## src/rtl/adsr_envelope_pkg.sv

```systemverilog
// Shared types and constants for the ADSR envelope: state encodings, the unity level,
// and the Q15 sample scaler.
package adsr_envelope_pkg;

  typedef enum logic [2:0] {
    ST_IDLE    = 3'd0,
    ST_ATTACK  = 3'd1,
    ST_DECAY   = 3'd2,
    ST_SUSTAIN = 3'd3,
    ST_RELEASE = 3'd4
  } state_t;

  localparam logic [14:0] LEVEL_MAX = 15'h7FFF;

  // The product always fits in 31 bits, so the 16-bit result needs no saturation.
  function automatic logic [15:0] scale(input logic signed [15:0] s, input logic [14:0] lvl);
    return 16'((32'(s) * 32'($signed({1'b0, lvl}))) >>> 15);
  endfunction

endpackage

```

## src/rtl/dffr.sv

```systemverilog
// Reset flop with load enable. Synchronous active-high reset has priority over the enable.
// Latency is one cycle, and there is no backpressure.
module dffr #(
  parameter int            W   = 1,
  parameter logic [W-1:0]  RST = '0
) (
  input  logic         clk,
  input  logic         reset,
  input  logic         en,
  input  logic [W-1:0] d,
  output logic [W-1:0] q
);

  always_ff @(posedge clk) begin
    if (reset)   q <= RST;
    else if (en) q <= d;
  end

endmodule

```

## src/rtl/adsr_envelope.sv

```systemverilog
// ADSR envelope generator. It scales each valid input sample by the current level (Q15).
// The output is registered with one cycle of latency, and there is no backpressure.
module adsr_envelope
  import adsr_envelope_pkg::*;
#(
  parameter int ATTACK_STEP   = 64,
  parameter int DECAY_STEP    = 16,
  parameter int SUSTAIN_LEVEL = 24576,
  parameter int RELEASE_STEP  = 32
) (
  input  logic               clk,
  input  logic               reset,
  input  logic               note_start,
  input  logic               note_release,
  input  logic signed [15:0] sample_in,
  input  logic               sample_in_valid,
  output logic signed [15:0] sample_out,
  output logic               sample_out_valid,
  output logic [14:0]        env_level,
  output logic               busy
);

  localparam logic [15:0] ATK16 = 16'(ATTACK_STEP);
  localparam logic [15:0] DEC16 = 16'(DECAY_STEP);
  localparam logic [15:0] REL16 = 16'(RELEASE_STEP);
  localparam logic [15:0] SUS16 = 16'(SUSTAIN_LEVEL);

  logic [2:0]  state_q;
  state_t      state;
  state_t      state_nxt;
  logic [14:0] level;
  logic [14:0] level_nxt;
  logic [15:0] sum_atk;
  logic [15:0] diff_dec;
  logic [15:0] diff_rel;
  logic [15:0] scaled;

  assign state = state_t'(state_q);

  // State register
  dffr #(.W(3), .RST(3'(ST_IDLE))) u_state (
    .clk(clk), .reset(reset), .en(1'b1), .d(3'(state_nxt)), .q(state_q)
  );

  dffr #(.W(15), .RST(15'd0)) u_level (
    .clk(clk), .reset(reset), .en(1'b1), .d(level_nxt), .q(level)
  );

  // Next-state and level update.
  // The differences are read as signed values, so an underflow shows up as a negative number.
  always_comb begin
    state_nxt = state;
    level_nxt = level;
    sum_atk   = {1'b0, level} + ATK16;
    diff_dec  = {1'b0, level} - DEC16;
    diff_rel  = {1'b0, level} - REL16;
    if (note_start) begin
      state_nxt = ST_ATTACK;
    end else if (note_release) begin
      if (state == ST_ATTACK || state == ST_DECAY || state == ST_SUSTAIN)
        state_nxt = ST_RELEASE;
    end else if (sample_in_valid) begin
      case (state)
        ST_ATTACK: begin
          if (sum_atk >= {1'b0, LEVEL_MAX}) begin
            level_nxt = LEVEL_MAX;
            state_nxt = ST_DECAY;
          end else begin
            level_nxt = sum_atk[14:0];
          end
        end
        ST_DECAY: begin
          if ($signed(diff_dec) <= $signed(SUS16)) begin
            level_nxt = SUS16[14:0];
            state_nxt = ST_SUSTAIN;
          end else begin
            level_nxt = diff_dec[14:0];
          end
        end
        ST_SUSTAIN: level_nxt = SUS16[14:0];
        ST_RELEASE: begin
          if ($signed(diff_rel) <= 16'sd0) begin
            level_nxt = 15'd0;
            state_nxt = ST_IDLE;
          end else begin
            level_nxt = diff_rel[14:0];
          end
        end
        default: level_nxt = 15'd0;
      endcase
    end
  end

  // Output decode
  always_comb begin
    busy      = (state != ST_IDLE);
    env_level = level;
    scaled    = scale(sample_in, level);
  end

  dffr #(.W(16), .RST(16'd0)) u_sample_out (
    .clk(clk), .reset(reset), .en(sample_in_valid), .d(scaled), .q(sample_out)
  );

  dffr #(.W(1), .RST(1'b0)) u_sample_vld (
    .clk(clk), .reset(reset), .en(1'b1), .d(sample_in_valid), .q(sample_out_valid)
  );

endmodule
```

## config.mk

```make
export PLATFORM = sky130hd
export DESIGN_NAME = adsr_envelope
export DESIGN_NICKNAME = d
export VERILOG_FILES = /design/src/rtl/adsr_envelope_pkg.sv /design/src/rtl/dffr.sv /design/src/rtl/adsr_envelope.sv
export SDC_FILE = /design/constraint.sdc
export NUM_CORES = 1
export LEC_CHECK = 0
export BUFFER_PORTS_ARGS = -buffer_cell sky130_fd_sc_hd__buf_2
export CORE_UTILIZATION = 45
export DETAILED_ROUTE_END_ITERATION = 12
export PLACE_DENSITY = 0.73
export SLEW_MARGIN = 20
export SYNTH_ARGS = -nofsm -noshare
export SYNTH_HDL_FRONTEND = slang
export SYNTH_SLANG_ARGS = --single-unit
```

## constraint.sdc

```tcl
create_clock -name clk -period 13.8 [get_ports clk]
set_input_delay 1.38 -clock clk [delete_from_list [all_inputs] [get_ports clk]]
set_output_delay 1.38 -clock clk [all_outputs]
set_load 0.02 [all_outputs]
```

==> flow_summary_export.csv, run 1 <==
group,metric,value,unit
setup_path,path_buf_inv,3,
setup_path,path_class,"in2reg",
timing,maxSlewViolCount,0,
clock_network,cts_num_sinks,32,
clock_network,post_cts_buffers,0,
drt,route.vias.total,7915,
placement,dp_hpwl,19600,µm
drt,wl,24100,µm
die,rows,55,
timing,fmax,0.136,GHz
setup_path,cp_slowest_stage_delay,0.93,ns
setup_path,cp-startpoint,"sample_in[15]",
drt,dr.pass1.iters,5,
finish,layout_commonest_cell,"inv_1",
setup_path,required,13.99,ns
global_route,grt_max_degree,31,
logic_synthesis,synth_cell_type_count,77,
logic_synthesis,synth_seq_area_share,6.01,%
timing,final-setup-viol-count,0,
timing,worst_slew_pin_slew,0.946,ns
finish,antenna_cells,0,
setup_path,critPathCaptureType,"flip-flop",
global_route,antenna_found_initial,0,
logic_synthesis,synth-seq-cells,32,
logic_synthesis,netlist_instances,1207,
clock_network,numCtsBuffers,5,
finish,multi_input_area,0.00860,mm²
finish,fillers,2168,
global_route,grt_use_total,21.9,%
power_and_ir_drop,leakage,5.97,nW
clock_network,root_buffer,"clkbuf_16",
placement,globalplace.congestion,0.896,
drt,wl_per_cell,15.8,µm
min_path,hold_start,"u_level.q[13]",
drt,via_per_inst,5.20,
die,io_pins,54,
power_and_ir_drop,peakVddDrop,0.0000632,V
drt,first_iter_violations,508,
die,die_h,156,µm
timing,slew_headroom,36.4,%
logic_synthesis,synth.avg_cell_area,8.83,µm²
clock_network,cts_tree,"built",
logic_synthesis,synth_edf_count,0,
setup_path,crit_slowest_cell,"fa_1",
clock_network,ctsResizeCount,0,
logic_synthesis,ys.flop_type,"dfxtp_1",
setup_path,path_delay_family,"adder cells",
finish,post-route-util,49.1,%
timing,fin_crit,7.36,ns
clock_network,ctsHoldBuffers,0,
logic_synthesis,syn_area,0.0107,mm²
global_route,grt_pass1_wl,42100,µm
setup_path,critPathMaxFanout,13,
timing,fin_tns_setup,0,ns
job,maxCapViolCount,0,
logic_synthesis,synth_warnings,0,
logic_synthesis,syn-num-nets,1539,
setup_path,critical_path.most_common_cell,"fa_1",
drt,drc_errors,0,
logic_synthesis,async_flop_share,0,%
timing,rsz0062_at_grt,"no",
global_route,grt_remaining_overflow,0,
die,coreArea,0.0229,mm²
die,initial_core_util,46.5,%
global_route,grt_pass1_vias,8676,
finish,drive_above_1_share,8.20,%
finish,nets,1539,
timing,finalHoldViolations,0,
die,chipWidth,156,µm
setup_path,start_kind,"input port",
power_and_ir_drop,p_per_area,23.4,mW/mm²
timing,finClkSkew,0.0107,ns
drt,postRouteAntennaNets,0,
finish,mostFrequentLayoutCells,"293 x inv_1, 226 x fa_1, 129 x nand2_1, 100 x and2_1, 85 x ha_1",
clock_network,cts.path.max_buffers,2,
finish,ff_latch_area,641,µm²
clock_network,clk_latency,0.29,ns
setup_path,crit_chain,"buf_2 -> and2_1 -> fa_1 -> fa_1 -> fa_1 -> fa_1 -> fa_1 -> inv_1 -> fa_1 -> inv_1 -> ha_1 -> nand4_1 -> or2_2 -> o31a_1 -> a31oi_1 -> o21a_1 -> o21ai_0 -> o311ai_1",
placement,io_buffers,53,
min_path,hp-class,"reg2reg",
timing,period_share,53.3,%
die,die_area,0.0243,mm²
setup_path,worstReg2RegStart,"u_level.q[8]",
clock_network,h-tree-depth,2,
clock_network,clkSlewWorstSetupHoldPaths,0.06,ns
run_status,status,"finished, final reports clean",
finish,area_delta_synth_final,5.47,%
setup_path,arrival,7.55,ns
==> synth_stat cells, drive strengths merged, types with 4 or more instances <==
master	instances	area share (%)
nand2b	8	0.47
a21oi	32	1.5
nand2	130	4.6
a21o	4	0.28
and3	4	0.33
a31oi	8	0.61
xor2	9	0.74
nor3	11	0.67
dfxtp	32	6.0
nand3	8	0.49
mux2i	10	0.94
o22ai	4	0.23
inv	293	10
buf	13	0.89
fa	226	42
nor3b	5	0.35
nor2b	5	0.29
clkbuf	60	2.1
or3	4	0.28
ha	85	10
xnor2	23	1.9
and2	100	5.9
o31ai	6	0.52
nand4	6	0.35
a211oi	7	0.59
nor4	5	0.41
o21ai	34	1.6
nor2	32	1.1
==> state kept, by name, indices dropped and copies added, names as in the netlist <==
signal          cells
u_sample_vld.q      1
u_state.q           3
u_level.q          12
u_sample_out.q     16
==> routing by layer <==
| metal | track usage (%) | vias up | share of wire (%) |
|---|---|---|---|
| met1 | 27.9 | 4018 | 42 |
| met5 | 0 | - | 0 |
| li1 | - | 3631 | - |
| met3 | 2.19 | 50 | 4.2 |
| met2 | 39.3 | 216 | 51 |
| met4 | 6.07 | 0 | 2.7 |
==> report_power, final <==
group / switching (mW) / internal (mW)
registers: 0.00165 / 0.0938
logic: 0.0376 / 0.0178
clock network: 0.0455 / 0.0671
==> final timing paths <==
kind              cells after the start                  to  slack [ns]
setup / recovery                     18  u_sample_out.q[14]        6.44
hold / removal                        2       u_level.q[13]        0.45
setup reg to reg                     18  u_sample_out.q[14]        6.92
hold reg to reg                       2       u_level.q[13]        0.45
==> area by class of cell <==
cell class,count,area share (%)
tap,313,3.48
timing repair buffer,66,3.23
clock buffer,5,1.11
clock inverter,3,0.211
multi-input combinational,809,76.5
sequential,32,5.70
inverter,293,9.78
==> logic make-up after synthesis <==
logic type,Yosys count,synth area share (%)
simple gates,327,16.0
flops,32,6.01
mux,11,1.04
fa+ha+maj,311,52.4
compound gates,128,8.56
xor+xnor,32,2.63
buf+inv,366,13.3
==> stage by stage <==
step | hold slack, ns | power, mW | setup WS [ns] | cells | instance area (µm²)
3_3_place_gp | 0.435 | 0.152 | 6.28 | 1513 | 11100
6_report | 0.452 | 0.263 | 6.44 | 1521 | 11200
4_1_cts | 0.455 | 0.265 | 6.34 | 1521 | 11200
3_5_place_dp | 0.448 | 0.153 | 6.07 | 1513 | 11100
2_1_floorplan | 0.495 | 0.135 | 6.53 | 1207 | 10700
5_1_grt | 0.461 | 0.277 | 5.86 | 1521 | 11200
==> tightest hold or removal path: stages, from the launching register on <==
cell	delay (ns)
dfxtp_1	0.30
nand2_1	0.05
a21oi_1	0.05
(Power assumes the default switching activity.)
==> run 2: changes to the inputs <==
PLACE_DENSITY = 0.75   (was 0.73)
clock period = 6.5 ns   (was 13.8 ns; I/O delays follow)
==> flow_summary_export.csv, run 2 (synthesis results as in run 1) <==
group,metric,value,unit
run_status,status,"finished, final reports clean",
placement,globalplace.congestion,0.880,
clock_network,ctsHoldBuffers,0,
drt,via_per_inst,5.14,
setup_path,start_kind,"input port",
global_route,grt_remaining_overflow,0,
power_and_ir_drop,p_seq_share,33.9,%
timing,worst_slew_pin_slew,1.01,ns
die,die_area,0.0243,mm²
timing,rsz0062_at_grt,"no",
drt,postRouteAntennaNets,0,
timing,maxSlewViolCount,0,
clock_network,clkSlewWorstSetupHoldPaths,0.05,ns
power_and_ir_drop,leakage,6.18,nW
setup_path,critPathCaptureType,"flip-flop",
setup_path,critical_path.most_common_cell,"fa_1",
drt,wl_per_cell,16.1,µm
power_and_ir_drop,peakVddDrop,0.0000872,V
timing,final-setup-viol-count,0,
drt,drc_errors,0,
timing,slew_headroom,32.1,%
timing,fin_crit,6.25,ns
clock_network,cts_num_sinks,32,
timing,fin_tns_setup,0,ns
power_and_ir_drop,swShare,29.1,%
finish,nets,1578,
finish,area_delta_synth_final,8.56,%
clock_network,clk_latency,0.29,ns
clock_network,h-tree-depth,2,
global_route,antenna_found_initial,0,
finish,mostFrequentLayoutCells,"293 x inv_1, 225 x fa_1, 129 x nand2_1, 100 x and2_1, 85 x ha_1",
timing,finClkSkew,0.00920,ns
job,maxCapViolCount,0,
power_and_ir_drop,power_frac_clock,45.3,%
die,chipWidth,156,µm
die,initial_core_util,46.5,%
placement,dp_hpwl,21400,µm
timing,period_share,96.2,%
setup_path,critPathMaxFanout,9,
setup_path,path_class,"in2reg",
finish,top_regs,"u_sample_out.q: 16 flops, u_level.q: 12 flops, u_state.q: 3 flops",
power_and_ir_drop,internal_power,0.423,mW
die,io_pins,54,
finish,top_register,"u_sample_out.q",
global_route,grt_max_degree,29,
die,coreArea,0.0229,mm²
global_route,grt_pass1_vias,8703,
timing,fmax,0.160,GHz
clock_network,cts.path.max_buffers,2,
setup_path,cp_slowest_stage_delay,0.56,ns
finish,fillers,2136,
finish,layout_commonest_cell,"inv_1",
power_and_ir_drop,finalPower,0.597,mW
setup_path,crit_chain,"buf_2 -> buf_4 -> and2_1 -> fa_1 -> fa_1 -> fa_1 -> fa_1 -> fa_1 -> inv_1 -> fa_1 -> inv_1 -> ha_1 -> a21oi_1 -> o21ai_0 -> a22oi_1 -> o31a_1 -> a31oi_2 -> o21a_1 -> or3_1 -> a32o_1",
drt,route.vias.total,8020,
drt,first_iter_violations,565,
setup_path,arrival,6.43,ns
global_route,grt_use_total,22.7,%
power_and_ir_drop,switching_power,0.174,mW
global_route,grt_pass1_wl,43200,µm
finish,antenna_cells,0,
finish,drive_above_1_share,11.7,%
power_and_ir_drop,p_per_area,51.6,mW/mm²
placement,io_buffers,53,
setup_path,required,6.68,ns
timing,finalHoldViolations,0,
finish,post-route-util,50.5,%
clock_network,numCtsBuffers,5,
clock_network,cts_tree,"built",
die,die_h,156,µm
setup_path,crit_slowest_cell,"fa_1",
drt,wl,25100,µm
finish,largest_reg_flops,16,
die,rows,55,
clock_network,root_buffer,"clkbuf_16",
drt,dr.pass1.iters,5,
min_path,hp-class,"reg2reg",
power_and_ir_drop,combinationalPowerShare,20.8,%
[run 2: final timing paths]
path	start	endpoint	slack, ns	depth (start not counted)
worst max-delay path	sample_in[7]	u_sample_out.q[13]	0.25	20
worst min-delay path	u_sample_out.q[9]	u_sample_out.q[9]	0.46	2
worst max register to register	u_level.q[12]	u_sample_out.q[13]	0.28	19
worst min register to register	u_sample_out.q[9]	u_sample_out.q[9]	0.46	2
[run 2: power groups by stage]
stage	clock network [mW]	logic [mW]	registers, mW
floorplan	0	0.0783	0.208
global placement	0	0.121	0.207
detailed placement	0	0.124	0.206
CTS	0.277	0.125	0.202
global route	0.286	0.139	0.203
finish	0.270	0.124	0.202
[run 2: final cells by class]
class / instances / area (µm²) / share of cell area, %
Multi-Input combinational cell: 809 / 8610 / 74.4
Inverter: 293 / 1100 / 9.51
Timing Repair Buffer: 105 / 659 / 5.70
Sequential cell: 32 / 649 / 5.61
Tap cell: 313 / 392 / 3.38
Clock buffer: 6 / 129 / 1.11
Clock inverter: 2 / 35.0 / 0.303
[run 2: timing repair]
item / 4_1_cts / 5_1_grt
gates resized for setup: 0 / 10
endpoints found under the hold margin: 0 / 0
buffers inserted: 0 / 0
setup endpoints to repair: 0 / 6
[run 2: layer usage]
metal	vias up	global-route usage, %	routed length [µm]
met3	40	3.00	1160
met5	-	0	0
met4	0	6.07	552
met1	4070	28.2	10300
met2	201	41.3	13100
li1	3709	-	-
[run 2: critical path: cells and delay by family]
kind	cells	cell delay [ns]
and+or+nand+nor	2	0.49
buffers and inverters	4	0.40
AOI/OAI and AO/OA	7	1.38
adders and majority gates	7	3.51
[run 2: per-stage QoR]
stage | worst slack (ns) | area (µm²) | hold WS, ns | std cells
floorplan | 0.0306 | 10700 | 0.495 | 1207
global placement | 0.0953 | 11400 | 0.440 | 1552
detailed placement | -0.0507 | 11400 | 0.447 | 1552
CTS | 0.112 | 11600 | 0.459 | 1560
global route | 0.0249 | 11600 | 0.496 | 1560
finish | 0.250 | 11600 | 0.456 | 1560
==> run 3: changes to the inputs <==
BUFFER_PORTS_ARGS = -buffer_cell sky130_fd_sc_hd__clkbuf_2   (was -buffer_cell sky130_fd_sc_hd__buf_2)
MAX_ROUTING_LAYER = met4   (was unset)
PLACE_DENSITY = 0.73   (was 0.75)
clock period = 6.91 ns   (was 6.5 ns; I/O delays follow)
==> flow_summary_export.csv, run 3 (synthesis results as in run 1) <==
group,metric,value,unit
clock_network,cts_tree,"built",
timing,period_share,94.9,%
finish,top_register,"u_sample_out.q",
setup_path,path_delay_family,"adder cells",
die,rows,55,
finish,drive_above_1_share,9.32,%
setup_path,path_buf_inv,3,
clock_network,root_buffer,"clkbuf_16",
global_route,grt_use_total,23.1,%
die,chipWidth,156,µm
global_route,grt_pass1_wl,43000,µm
run_status,status,"finished, final reports clean",
drt,wl,24600,µm
finish,multi_input_area,0.00860,mm²
finish,post-route-util,49.5,%
global_route,grt_remaining_overflow,0,
finish,antenna_cells,0,
placement,io_buffers,53,
min_path,hp-class,"reg2reg",
timing,maxSlewViolCount,0,
finish,ff_latch_area,642,µm²
die,die_area,0.0243,mm²
timing,rsz0062_at_grt,"no",
drt,dr.pass1.iters,5,
die,coreArea,0.0229,mm²
drt,postRouteAntennaNets,0,
setup_path,cp_slowest_stage_delay,0.63,ns
clock_network,clk_latency,0.27,ns
global_route,antenna_found_initial,0,
power_and_ir_drop,leakage,6.02,nW
setup_path,start_kind,"flip-flop",
finish,largest_reg_flops,16,
die,initial_core_util,46.5,%
power_and_ir_drop,peakVddDrop,0.0000937,V
setup_path,path_class,"reg2reg",
drt,wl_per_cell,16.0,µm
power_and_ir_drop,p_per_area,45.3,mW/mm²
placement,dp_hpwl,20800,µm
drt,via_per_inst,5.09,
timing,finClkSkew,0.00469,ns
die,io_pins,54,
setup_path,critPathCaptureType,"flip-flop",
clock_network,cts.path.max_buffers,2,
job,maxCapViolCount,0,
global_route,grt_max_degree,29,
placement,globalplace.congestion,0.876,
timing,fin_tns_setup,0,ns
finish,area_delta_synth_final,6.50,%
clock_network,post_cts_buffers,0,
setup_path,arrival,6.73,ns
timing,fmax,0.152,GHz
timing,worst_slew_pin_slew,0.878,ns
timing,slew_headroom,41.0,%
setup_path,critPathMaxFanout,20,
timing,fin_crit,6.56,ns
setup_path,critical_path.most_common_cell,"fa_1",
setup_path,crit_slowest_cell,"dfxtp_1",
setup_path,crit_chain,"buf_4 -> and2_1 -> fa_1 -> fa_1 -> fa_1 -> fa_1 -> fa_1 -> inv_1 -> fa_1 -> inv_1 -> ha_1 -> nand4_1 -> or2_2 -> o31a_1 -> a31oi_1 -> o21a_1 -> o21ai_0 -> o311ai_1",
finish,fillers,2197,
finish,layout_commonest_cell,"inv_1",
drt,first_iter_violations,420,
global_route,grt_pass1_vias,8532,
clock_network,clkSlewWorstSetupHoldPaths,0.05,ns
die,die_h,156,µm
finish,mostFrequentLayoutCells,"293 x inv_1, 226 x fa_1, 129 x nand2_1, 100 x and2_1, 85 x ha_1",
drt,route.vias.total,7820,
drt,drc_errors,0,
timing,finalHoldViolations,0,
clock_network,h-tree-depth,2,
finish,top_regs,"u_sample_out.q: 16 flops, u_level.q: 12 flops, u_state.q: 3 flops",
setup_path,required,7.08,ns
clock_network,cts_num_sinks,32,
timing,final-setup-viol-count,0,
timing,holdWs,0.462,ns
finish,nets,1554,
clock_network,numCtsBuffers,5,
## run 3: changes by cell type in the layout (fill, tap and decap cells not counted), moves of 6 or more
cell and delta:
buf_2 -53, clkbuf_2 +53, dfxtp_1 +6, buf_4 -23
dfxtp_2 -6
## run 3: repair_timing
item	CTS	global route
setup endpoints to repair	0	3
hold buffers	0	0
gates resized for setup	0	1
## run 3: routing by layer
| layer | global-route usage, % | up-vias | wire length, µm |
|---|---|---|---|
| met4 | 4.34 | 0 | 433 |
| met2 | 40.6 | 167 | 12600 |
| met5 | - | - | 0 |
| li1 | - | 3654 | - |
| met3 | 2.17 | 29 | 805 |
| met1 | 29.2 | 3970 | 10700 |
## run 3: through the flow
step                setup WS, ns  power, mW  area (µm²)  cells
floorplan                  0.263      0.269       10700   1207
global placement           0.260      0.305       11200   1528
detailed placement         0.162      0.307       11200   1528
CTS                        0.301      0.521       11300   1536
global route              0.0249      0.544       11400   1536
finish                     0.352      0.515       11400   1536
## run 3: report_power, final
part | switching [mW] | internal (mW) | total, mW | leakage, nW
clock | 0.0774 | 0.134 | 0.211 | 0.0671
combinational | 0.0745 | 0.0373 | 0.112 | 5.70
sequential | 0.00409 | 0.188 | 0.192 | 0.259
total | 0.156 | 0.359 | 0.515 | 6.02
## run 3: area by class of cell
cell class,instances,share of cell area (%)
clock buffers,6,1.14
clock inverters,2,0.143
inverters,293,9.69
multi-input cells,809,75.7
flip-flops and latches,32,5.65
well taps,313,3.45
repair buffers,81,4.19
## run 3: worst paths after layout
kind,start,to,slack [ns],cells after the start
setup / recovery,u_level.q[12],u_sample_out.q[14],0.35,18
hold / removal,u_sample_out.q[5],u_sample_out.q[5],0.46,2
setup reg to reg,u_level.q[12],u_sample_out.q[14],0.35,18
hold reg to reg,u_sample_out.q[5],u_sample_out.q[5],0.46,2
## run 3: worst reg2reg max path, stage by stage, from the launching register on
cell,delay [ns]
dfxtp_1,0.63
buf_4,0.38
and2_1,0.21
fa_1,0.43
fa_1,0.49
fa_1,0.53
fa_1,0.52
fa_1,0.55
inv_1,0.06
fa_1,0.53
inv_1,0.05
ha_1,0.36
nand4_1,0.12
or2_2,0.29
o31a_1,0.33
a31oi_1,0.32
o21a_1,0.19
o21ai_0,0.16
o311ai_1,0.31
